==> src/rtl/placar_pontuacao.sv <==
// ============================================================================
// placar_pontuacao: basketball scoreboard score register stage.
// Synchronizes and debounces the confirm button, then applies one add or
// subtract per press using the external comparator's underflow flag.
// Revision: 1.0
// ============================================================================
`default_nettype none

module placar_pontuacao #(
    parameter int MAX_PONTOS      = 99,
    parameter int DEBOUNCE_CICLOS = 4
) (
    input  logic       clock,
    input  logic       resetN,
    input  logic       botao,
    input  logic       chavePN,
    input  logic       chaveTime,
    input  logic [1:0] pontos,
    input  logic       bloqueio,
    output logic [6:0] scoreSel,
    output logic       pnReg,
    output logic [1:0] pontosReg,
    output logic [6:0] scoreA,
    output logic [6:0] scoreB,
    output logic       erro,
    output logic       ocupado
);

    localparam int               CNT_W   = (DEBOUNCE_CICLOS > 1) ? $clog2(DEBOUNCE_CICLOS) : 1;
    localparam logic [CNT_W-1:0] CNT_FIM = CNT_W'(DEBOUNCE_CICLOS - 1);
    localparam logic [7:0]       MAX_8   = 8'(MAX_PONTOS);

    typedef enum logic [1:0] {
        OCIOSO        = 2'd0,
        CAPTURA       = 2'd1,
        AVALIA        = 2'd2,
        ESPERA_SOLTAR = 2'd3
    } estado_t;

    logic [1:0]       sync_q;
    logic [CNT_W-1:0] cnt_q, cnt_d;
    logic             press_q, press_d;

    estado_t          estado_q;
    logic             timeReg_q;
    logic             pn_q;
    logic [1:0]       pontos_q;
    logic [6:0]       scoreA_q;
    logic [6:0]       scoreB_q;
    logic             erro_q;
    logic             ocupado_q;

    logic [7:0]       soma_d;
    logic [6:0]       diff_d;
    logic             excede_d;

    always_ff @(posedge clock or negedge resetN) begin
        if (!resetN) begin
            sync_q <= 2'b00;
        end else begin
            sync_q <= {sync_q[0], botao};
        end
    end

    // Any sample agreeing with the current level restarts the stability count.
    always_comb begin
        cnt_d   = cnt_q;
        press_d = press_q;
        if (sync_q[1] == press_q) begin
            cnt_d = '0;
        end else if (cnt_q == CNT_FIM) begin
            press_d = sync_q[1];
            cnt_d   = '0;
        end else begin
            cnt_d = cnt_q + 1'b1;
        end
    end

    // Debounced level resets high so a button held through reset is ignored.
    always_ff @(posedge clock or negedge resetN) begin
        if (!resetN) begin
            cnt_q   <= '0;
            press_q <= 1'b1;
        end else begin
            cnt_q   <= cnt_d;
            press_q <= press_d;
        end
    end

    assign scoreSel = timeReg_q ? scoreB_q : scoreA_q;
    assign soma_d   = {1'b0, scoreSel} + {6'b0, pontos_q};
    assign diff_d   = scoreSel - {5'b0, pontos_q};
    assign excede_d = (soma_d > MAX_8);

    always_ff @(posedge clock or negedge resetN) begin
        if (!resetN) begin
            estado_q  <= ESPERA_SOLTAR;
            timeReg_q <= 1'b0;
            pn_q      <= 1'b0;
            pontos_q  <= 2'd0;
            scoreA_q  <= 7'd0;
            scoreB_q  <= 7'd0;
            erro_q    <= 1'b0;
            ocupado_q <= 1'b0;
        end else begin
            erro_q <= 1'b0;
            case (estado_q)
                OCIOSO: begin
                    if (press_q) begin
                        timeReg_q <= chaveTime;
                        pn_q      <= chavePN;
                        pontos_q  <= pontos;
                        ocupado_q <= 1'b1;
                        estado_q  <= CAPTURA;
                    end
                end
                CAPTURA: begin
                    estado_q <= AVALIA;
                end
                AVALIA: begin
                    ocupado_q <= 1'b0;
                    estado_q  <= ESPERA_SOLTAR;
                    if (pontos_q != 2'd0) begin
                        if (pn_q) begin
                            if (bloqueio) begin
                                erro_q <= 1'b1;
                            end else if (timeReg_q) begin
                                scoreB_q <= diff_d;
                            end else begin
                                scoreA_q <= diff_d;
                            end
                        end else if (excede_d) begin
                            erro_q <= 1'b1;
                        end else if (timeReg_q) begin
                            scoreB_q <= soma_d[6:0];
                        end else begin
                            scoreA_q <= soma_d[6:0];
                        end
                    end
                end
                ESPERA_SOLTAR: begin
                    if (!press_q) begin
                        estado_q <= OCIOSO;
                    end
                end
                default: begin
                    estado_q <= ESPERA_SOLTAR;
                end
            endcase
        end
    end

    assign pnReg     = pn_q;
    assign pontosReg = pontos_q;
    assign scoreA    = scoreA_q;
    assign scoreB    = scoreB_q;
    assign erro      = erro_q;
    assign ocupado   = ocupado_q;

endmodule

`default_nettype wire
==> config.mk <==
export PLATFORM = sky130hd
export DESIGN_NAME = placar_pontuacao
export DESIGN_NICKNAME = d
export VERILOG_FILES = /design/src/rtl/placar_pontuacao.sv
export SDC_FILE = /design/constraint.sdc
export NUM_CORES = 1
export LEC_CHECK = 0
export BUFFER_PORTS_ARGS = -buffer_cell sky130_fd_sc_hd__buf_2
export CAP_MARGIN = 20
export CELL_PAD_IN_SITES_DETAIL_PLACEMENT = 0
export CELL_PAD_IN_SITES_GLOBAL_PLACEMENT = 1
export CORE_MARGIN = 2
export CORE_UTILIZATION = 45
export CTS_CLUSTER_DIAMETER = 60
export DETAILED_ROUTE_END_ITERATION = 8
export PLACE_DENSITY_LB_ADDON = 0.1
export SLEW_MARGIN = 10
export SYNTH_ARGS = -nofsm -noshare
export SYNTH_HDL_FRONTEND = slang
export SYNTH_SLANG_ARGS = --single-unit
==> constraint.sdc <==
create_clock -name clock -period 6.82 [get_ports clock]
set_input_delay 2.046 -clock clock [delete_from_list [all_inputs] [get_ports clock]]
set_output_delay 2.046 -clock clock [all_outputs]
set_load 0.02 [all_outputs]
==> qor.log, run 1 <==
qor: outcome.result_of_the_run finished clean
qor: sta.hold_violations 0
qor: global_routing.grt_pass1_vias 1204
qor: min_path.min_path_cells 0
qor: yosys.synthesis.yosys.warnings 0
qor: floorplan.die_width 63.7 um
qor: yosys.ys_seq_elements 27
qor: route.drc 0
qor: worst_setup_path.crit-reg2reg-launch timeReg_q
qor: route.avgViaCountPerCell 5.37
qor: cts.clock-sinks 27
qor: yosys.synth.yosys.seq_area_share 42.4%
qor: layout.final_nets 192
qor: floorplan.floorplan.rows 21
qor: yosys.synth_top_cell_by_area sky130_fd_sc_hd__dfrtp_1
qor: yosys.cells_after_synth 140
qor: worst_setup_path.setup.reg_to_reg.worst_slack 2.97 ns
qor: cts.tritoncts done
qor: global_routing.groute.layer.met1.usage 22.5%
qor: route.drt_iter0_markers 35
qor: global_routing.grt_total_ovfl 0
qor: route.finalWirelength 3280 um
qor: cts.clock_path_buffers 2
qor: global_routing.grt_first_pass_wirelength 5530 um
qor: cts.postCtsResizedCells 0
qor: cts.cts_hold_buffers 0
qor: sta.rsz0062_at_grt no
qor: run.max_cap_viol_count 0
qor: sta.totalNegativeSetupSlack 0 ns
qor: route.final_antenna_net_count 0
qor: yosys.synth-async-reset-ratio 100%
qor: cts.insertion_delay 0.32 ns
qor: sta.max_freq 257 MHz
qor: global_routing.grt_antenna_before_repair 0
qor: route.routed-via-count 1177
qor: yosys.post_synth_most_frequent_cells sky130_fd_sc_hd__dfrtp_1 (24), sky130_fd_sc_hd__mux2_2 (14), sky130_fd_sc_hd__inv_1 (12)
qor: global_routing.grt_use_met3 3.21%
qor: sta.finalSetupViolCount 0
qor: worst_setup_path.critical_path.startpoint_type flip-flop
qor: yosys.synthFlopType sky130_fd_sc_hd__dfrtp_1
qor: cts.clkTransAtPathRegs 0.15 ns
qor: min_path.min_delay_worst_endpoint sync_q[1]
qor: placed_design.buffer_ports.inserted 33
qor: worst_setup_path.setup.worst_path.class flip-flop to primary output
qor: floorplan.effective_utilization_at_floorplan 47.2%
qor: sta.slew_violations 0
qor: sta.fin_crit_period 3.90 ns
qor: sta.final.period_utilization 57.1%
qor: yosys.synth.area.top_cells sky130_fd_sc_hd__dfrtp_1 (38%), sky130_fd_sc_hd__mux2_2 (9.8%), sky130_fd_sc_hd__ha_1 (6.3%), sky130_fd_sc_hd__mux2i_1 (5.6%), sky130_fd_sc_hd__dfstp_2 (4.9%)
qor: yosys.synth_enable_flop_cells 0
qor: cts.post-cts-setup-buffers 0
qor: layout.n_antenna_cell 0
qor: sta.maxSlewHeadroom 60.9%
qor: yosys.post_synth_num_cell_types 38
qor: worst_setup_path.r2r_cells 11
qor: placed_design.place.detailed.hpwl 2560 um
qor: floorplan.die-area 4050 um^2
qor: sta.clock-skew-final 0.0110 ns
qor: route.routed_len_inst 15.0 um
qor: global_routing.grt_busiest_layer met2
qor: cts.ctsHtreeMaxLevel 1
qor: yosys.avg_cell_area_syn 11.4 um^2
qor: yosys.synth_area 1600 um^2
qor: layout.post_route_cells_drive_above_1_share 36.4%
qor: floorplan.core_region_area 3390 um^2
qor: floorplan.top_level_ports 34
qor: yosys.post-synth-top-count-cell sky130_fd_sc_hd__dfrtp_1
qor: global_routing.groute.usage.overall 17.3%
qor: cts.clk_root_buffer_cell sky130_fd_sc_hd__clkbuf_4
qor: route.detail_route.first_pass.iterations 5
qor: global_routing.use_met2 29.9%
qor: min_path.hp-start sync_q[0]
qor: worst_setup_path.r2r_end scoreA[6]
qor: worst_setup_path.critPathMaxFanout 13
qor: floorplan.dieHeight 63.7 um
qor: min_path.hold_path_class flip-flop to flip-flop
qor: layout.flow.area_growth_from_synthesis 14.1%
qor: yosys.post-synth-top-area-fraction 37.5%
qor: worst_setup_path.worst-endpoint-required 4.77 ns
qor: worst_setup_path.worst_setup_path_end_kind primary output
qor: yosys.postSynthNetCount 158
qor: placed_design.place.gp.congestion 0.860
qor: global_routing.grt_max_degree 28
qor: cts.numCtsBuffers 3
qor: sta.tightestPinTransition 0.587 ns
qor: worst_setup_path.arrival_time_of_the_worst_setup_path 1.85 ns
## flip-flops by register name (all words and copies together), names as in the netlist
| register | cells |
|---|---|
| scoreB | 7 |
| pontosReg | 2 |
| cnt_q | 2 |
| erro | 1 |
| ocupado | 1 |
| sync_q | 2 |
| pnReg | 1 |
| timeReg_q | 1 |
| press_q | 1 |
| scoreA | 7 |
| estado_q | 2 |
## area by class of cell
type	instances	area [um^2]
clock buffer	3	22.5
sequential	27	679
multi-input combinational	96	847
timing repair buffer	33	165
clock inverter	1	7.51
inverter	13	48.8
tap	46	57.6
fill	310	1560
## metrics by stage
step | hold WS (ns) | std cells | setup slack, ns | util (%) | instance area, um^2
detailed placement | 0.337 | 215 | 3.02 | 53.0 | 1800
CTS | 0.372 | 219 | 2.93 | 53.9 | 1830
floorplan | 0.331 | 140 | 3.46 | - | 1600
finish | 0.369 | 219 | 2.92 | 53.9 | 1830
global placement | 0.333 | 215 | 3.15 | 53.0 | 1800
global route | 0.385 | 219 | 2.73 | 53.9 | 1830
## layer usage
layer  wire length (um)  up-vias  part of all wire, %
met5                  0        -                    0
met4                 19        0                 0.58
met3                193        2                  5.9
met2               1630       37                   50
met1               1440      581                   44
li1                   -      557                    -
## how the worst max path moves through the flow
| stage | start | end | slack, ns |
|---|---|---|---|
| after global placement | timeReg_q | scoreA[6] | 3.15 |
| after floorplan | timeReg_q | scoreA[4] | 3.46 |
| after global routing | timeReg_q | scoreSel[5] | 2.73 |
| final | timeReg_q | scoreSel[5] | 2.92 |
| after CTS | timeReg_q | scoreSel[5] | 2.93 |
| after detailed placement | timeReg_q | scoreA[4] | 3.02 |
## critical path, stage by stage, from the launching register on
cell and delay, ns:
sky130_fd_sc_hd__dfrtp_1 0.74, sky130_fd_sc_hd__mux2i_1 0.49, sky130_fd_sc_hd__inv_1 0.12, sky130_fd_sc_hd__buf_2 0.18
## layout by cell type (no fill, tap or decap), types with 2 or more instances in the layout
master,Yosys,final
sky130_fd_sc_hd__buf_2,0,33
sky130_fd_sc_hd__dfrtp_1,24,24
sky130_fd_sc_hd__mux2_2,14,14
sky130_fd_sc_hd__inv_1,12,12
sky130_fd_sc_hd__mux2i_1,9,9
sky130_fd_sc_hd__ha_1,8,8
sky130_fd_sc_hd__nand2_1,7,7
sky130_fd_sc_hd__nor2_1,7,7
sky130_fd_sc_hd__xnor2_1,6,6
sky130_fd_sc_hd__nor2b_1,5,5
sky130_fd_sc_hd__a21oi_1,4,4
sky130_fd_sc_hd__o21ai_0,4,4
sky130_fd_sc_hd__mux2_1,4,4
sky130_fd_sc_hd__nor3_1,3,3
sky130_fd_sc_hd__clkbuf_4,0,3
sky130_fd_sc_hd__dfstp_2,3,3
sky130_fd_sc_hd__o2111ai_1,2,2
sky130_fd_sc_hd__a211oi_1,2,2
sky130_fd_sc_hd__a211oi_4,2,2
sky130_fd_sc_hd__a32oi_1,2,2
sky130_fd_sc_hd__fa_1,2,2
## kinds of logic after synthesis
logic type	share of synthesized area [%]
simple gates	8.36
compound gates	13.3
fa+ha+maj	8.75
mux	19.2
xor+xnor	3.28
flops	42.4
buf+inv	4.69
Power of run 1 is left out: the tool's default activity adds up to more than one toggle a clock period on the data nets, which glitch-free logic cannot reach.
==> inputs of run 2 (changes only) <==
--- a/config.mk
+++ b/config.mk
@@ -5,12 +5,13 @@
 export SDC_FILE = /design/constraint.sdc
 export NUM_CORES = 1
 export LEC_CHECK = 0
+export ABC_AREA = 1
 export BUFFER_PORTS_ARGS = -buffer_cell sky130_fd_sc_hd__buf_2
 export CAP_MARGIN = 20
 export CELL_PAD_IN_SITES_DETAIL_PLACEMENT = 0
 export CELL_PAD_IN_SITES_GLOBAL_PLACEMENT = 1
 export CORE_MARGIN = 2
-export CORE_UTILIZATION = 45
+export CORE_UTILIZATION = 39
 export CTS_CLUSTER_DIAMETER = 60
 export DETAILED_ROUTE_END_ITERATION = 8
 export PLACE_DENSITY_LB_ADDON = 0.1
==> constraint.sdc (replaced) <==
create_clock -name clock -period 3.8 [get_ports clock]
set_input_delay 1.14 -clock clock [delete_from_list [all_inputs] [get_ports clock]]
set_output_delay 1.14 -clock clock [all_outputs]
set_load 0.02 [all_outputs]
==> run 2 against run 1 <==
Compared with the run above:
- sequential share of layout area fell by 1.6 points
- wire length is 10% higher
- setup slack worse by 2.1 ns
- non-clock buffer count stayed put
- sequential cell count did not move
- final area up 4.5%
- die area is 18% higher
- clock skew fell by 0.0063 ns
- global-route usage is 0.80 points lower
- critical path depth increased by 12
- utilization fell by 6.8 points
- first-iteration DRC count is 51% higher
- critical path type is now flip-flop to flip-flop
- critical endpoint is now scoreB[1]
==> qor.log, run 2 <==
qor: outcome.result_of_the_run finished clean [unchanged]
qor: global_routing.grt_pass1_vias 1381 [was 1204]
qor: worst_setup_path.critical_path.startpoint_type flip-flop [unchanged]
qor: yosys.synthFlopType sky130_fd_sc_hd__dfrtp_1 [unchanged]
qor: layout.layout_common_cells sky130_fd_sc_hd__nand2_1 (70), sky130_fd_sc_hd__buf_2 (33), sky130_fd_sc_hd__dfrtp_1 (24), sky130_fd_sc_hd__inv_1 (23), sky130_fd_sc_hd__nand3_1 (18) [was sky130_fd_sc_hd__buf_2 (33), sky130_fd_sc_hd__dfrtp_1 (24), sky130_fd_sc_hd__mux2_2 (14), sky130_fd_sc_hd__inv_1 (12), sky130_fd_sc_hd__mux2i_1 (9)]
qor: route.detail_route.first_pass.iterations 4 [was 5]
qor: yosys.post-synth-top-area-fraction 36.3% [was 37.5%]
qor: yosys.synth_enable_flop_cells 0 [unchanged]
qor: yosys.avg_cell_area_syn 7.74 um^2 [was 11.4 um^2]
qor: yosys.synth_top_cell_by_area sky130_fd_sc_hd__dfrtp_1 [unchanged]
qor: cts.numCtsBuffers 3 [unchanged]
qor: worst_setup_path.worst-endpoint-required 3.97 ns [was 4.77 ns]
qor: layout.final_nets 268 [was 192]
qor: sta.clock-skew-final 0.00472 ns [was 0.0110 ns]
qor: route.drt_iter0_markers 53 [was 35]
qor: global_routing.grt_total_ovfl 0 [unchanged]
qor: global_routing.grt_antenna_before_repair 0 [unchanged]
qor: global_routing.grt_first_pass_wirelength 6430 um [was 5530 um]
qor: route.final_antenna_net_count 0 [unchanged]
qor: sta.totalNegativeSetupSlack 0 ns [unchanged]
qor: yosys.cells_after_synth 214 [was 140]
qor: floorplan.effective_utilization_at_floorplan 40.8% [was 47.2%]
qor: global_routing.grt_max_degree 28 [unchanged]
qor: cts.ctsHtreeMaxLevel 1 [unchanged]
qor: yosys.post-synth-top-count-cell sky130_fd_sc_hd__nand2_1 [was sky130_fd_sc_hd__dfrtp_1]
qor: floorplan.die-area 4790 um^2 [was 4050 um^2]
qor: sta.hold_violations 0 [unchanged]
qor: layout.layout.cell_area.non_filler 1910 um^2 [was 1830 um^2]
qor: placed_design.postPlaceCellArea 1860 um^2 [was 1800 um^2]
qor: placed_design.place.gp.congestion 0.744 [was 0.860]
qor: placed_design.place.detailed.hpwl 2890 um [was 2560 um]
qor: yosys.post_synth_most_frequent_cells sky130_fd_sc_hd__nand2_1 (70), sky130_fd_sc_hd__dfrtp_1 (24), sky130_fd_sc_hd__inv_1 (23) [was sky130_fd_sc_hd__dfrtp_1 (24), sky130_fd_sc_hd__mux2_2 (14), sky130_fd_sc_hd__inv_1 (12)]
qor: worst_setup_path.critPathMaxFanout 17 [was 13]
qor: floorplan.dieHeight 69.2 um [was 63.7 um]
qor: global_routing.groute.usage.overall 16.5% [was 17.3%]
qor: cts.clkTransAtPathRegs 0.09 ns [was 0.15 ns]
qor: route.drc 0 [unchanged]
qor: sta.fin_crit_period 2.99 ns
qor: placed_design.preCtsSetupSlack 0.838 ns [was 3.02 ns]
qor: min_path.hold_path_class flip-flop to flip-flop [unchanged]
qor: route.finalWirelength 3610 um [was 3280 um]
qor: floorplan.die_width 69.2 um [was 63.7 um]
qor: yosys.synth.area.top_cells sky130_fd_sc_hd__dfrtp_1 (36%), sky130_fd_sc_hd__nand2_1 (16%), sky130_fd_sc_hd__ha_1 (6.0%), sky130_fd_sc_hd__nand3_1 (5.4%), sky130_fd_sc_hd__inv_1 (5.2%) [was sky130_fd_sc_hd__dfrtp_1 (38%), sky130_fd_sc_hd__mux2_2 (9.8%), sky130_fd_sc_hd__ha_1 (6.3%), sky130_fd_sc_hd__mux2i_1 (5.6%), sky130_fd_sc_hd__dfstp_2 (4.9%)]
qor: cts.tritoncts done [unchanged]
qor: layout.multiInputGateArea 857 um^2 [was 847 um^2]
qor: sta.finalSetupViolCount 0 [unchanged]
qor: yosys.ys_seq_elements 27 [unchanged]
qor: sta.max_freq 334 MHz
qor: sta.finalWorstSetupSlack 0.809 ns [was 2.92 ns]
qor: cts.post-cts-setup-buffers 0 [unchanged]
qor: layout.post_route_cells_drive_above_1_share 24.1% [was 36.4%]
qor: cts.postCtsResizedCells 0 [unchanged]
qor: yosys.post_synth_num_cell_types 25 [was 38]
qor: worst_setup_path.worst_setup_path_end_kind flip-flop [was primary output]
qor: yosys.synthesis.yosys.warnings 0 [unchanged]
qor: yosys.synth_area 1660 um^2 [was 1600 um^2]
qor: yosys.synth.yosys.seq_area_share 41.0% [was 42.4%]
qor: sta.tightestPinTransition 0.601 ns [was 0.587 ns]
qor: worst_setup_path.arrival_time_of_the_worst_setup_path 3.16 ns [was 1.85 ns]
qor: route.routed-via-count 1412 [was 1177]
qor: sta.slew_violations 0 [unchanged]
qor: sta.maxSlewHeadroom 59.9% [was 60.9%]
qor: layout.fillerInstances 445 [was 310]
qor: route.routed_len_inst 12.1 um [was 15.0 um]
qor: layout.area.sequential 679 um^2 [unchanged]
qor: cts.clock-sinks 27 [unchanged]
qor: placed_design.buffer_ports.inserted 33 [unchanged]
qor: yosys.synth-async-reset-ratio 100% [unchanged]
qor: worst_setup_path.setup.worst_path.class flip-flop to flip-flop [was flip-flop to primary output]
qor: layout.layout.cells.most_common sky130_fd_sc_hd__nand2_1 [was sky130_fd_sc_hd__buf_2]
qor: floorplan.floorplan.rows 23 [was 21]
qor: layout.final_util 47.1% [was 53.9%]
qor: layout.flow.area_growth_from_synthesis 15.3% [was 14.1%]
qor: sta.final.period_utilization 78.7%
qor: layout.n_antenna_cell 0 [unchanged]
qor: sta.rsz0062_at_grt no [unchanged]
qor: cts.cts_hold_buffers 0 [unchanged]
qor: cts.clock_path_buffers 2 [unchanged]
qor: route.avgViaCountPerCell 4.72 [was 5.37]
qor: floorplan.top_level_ports 34 [unchanged]
qor: cts.insertion_delay 0.27 ns [was 0.32 ns]
qor: floorplan.core_region_area 4060 um^2 [was 3390 um^2]
qor: yosys.postSynthNetCount 232 [was 158]
qor: worst_setup_path.setup.reg_to_reg.worst_slack 0.81 ns [was 2.97 ns]
qor: cts.clk_root_buffer_cell sky130_fd_sc_hd__clkbuf_8 [was sky130_fd_sc_hd__clkbuf_4]
qor: run.max_cap_viol_count 0 [unchanged]
==> run 2: changes by cell type after synthesis, sizes merged, moves of 13 or more <==
cell	change
nand2	+73
mux2	-19
nand3	+18
inv	+13
o21ai	+13
==> run 2: worst paths after layout <==
check / start / endpoint / cells after the start
max: timeReg_q / scoreB[1] / 15
min: sync_q[0] / sync_q[1] / 0
max reg2reg: timeReg_q / scoreB[1] / 15
min reg2reg: sync_q[0] / sync_q[1] / 0
max in group asynchronous: resetN / scoreA[1] / 1
min in group asynchronous: resetN / scoreB[2] / 1
==> run 2: cell type report <==
class | instances | share of cell area (%)
Tap cell | 50 | 3.27
Clock inverter | 1 | 0.393
Sequential cell | 27 | 35.6
Multi-Input combinational cell | 159 | 44.9
Clock buffer | 3 | 2.16
Inverter | 26 | 5.11
Timing Repair Buffer | 33 | 8.64
==> run 2: worst max-delay path: stages (launching register included) <==
cell and delay [ns]:
sky130_fd_sc_hd__dfrtp_1 0.60, sky130_fd_sc_hd__inv_2 0.15, sky130_fd_sc_hd__or2_2 0.29, sky130_fd_sc_hd__o21ai_0 0.11, sky130_fd_sc_hd__inv_1 0.09, sky130_fd_sc_hd__ha_1 0.24, sky130_fd_sc_hd__fa_1 0.45, sky130_fd_sc_hd__xor2_1 0.20
sky130_fd_sc_hd__nor2_1 0.12, sky130_fd_sc_hd__nand2_1 0.07, sky130_fd_sc_hd__nand3_2 0.06, sky130_fd_sc_hd__nand2_2 0.06, sky130_fd_sc_hd__nand2_4 0.16, sky130_fd_sc_hd__nand2_2 0.15, sky130_fd_sc_hd__nand2_1 0.10, sky130_fd_sc_hd__nand2_1 0.05
==> run 2: through the flow <==
stage | hold slack, ns | instances
2_1_floorplan | 0.331 | 214
3_3_place_gp | 0.338 | 295
3_5_place_dp | 0.341 | 295
4_1_cts | 0.366 | 299
5_1_grt | 0.366 | 299
6_report | 0.360 | 299
==> run 2: routing by layer <==
| layer | routed length [um] | share of wire, % | GRT usage [%] |
|---|---|---|---|
| met1 | 1660 | 46 | 22.1 |
| met4 | 17 | 0.47 | 2.61 |
| met5 | 0 | 0 | 0 |
| met3 | 123 | 3.4 | 3.49 |
| met2 | 1810 | 50 | 28.2 |
==> run 2: cell families after synthesis <==
| logic type | after synthesis | share of synthesized area (%) |
|---|---|---|
| compound gates | 23 | 7.48 |
| xor+xnor | 5 | 2.64 |
| fa+ha+maj | 10 | 8.46 |
| buf+inv | 28 | 7.25 |
| flops | 27 | 41.0 |
| simple gates | 121 | 33.2 |
Power of run 2 is left out for the same reason.
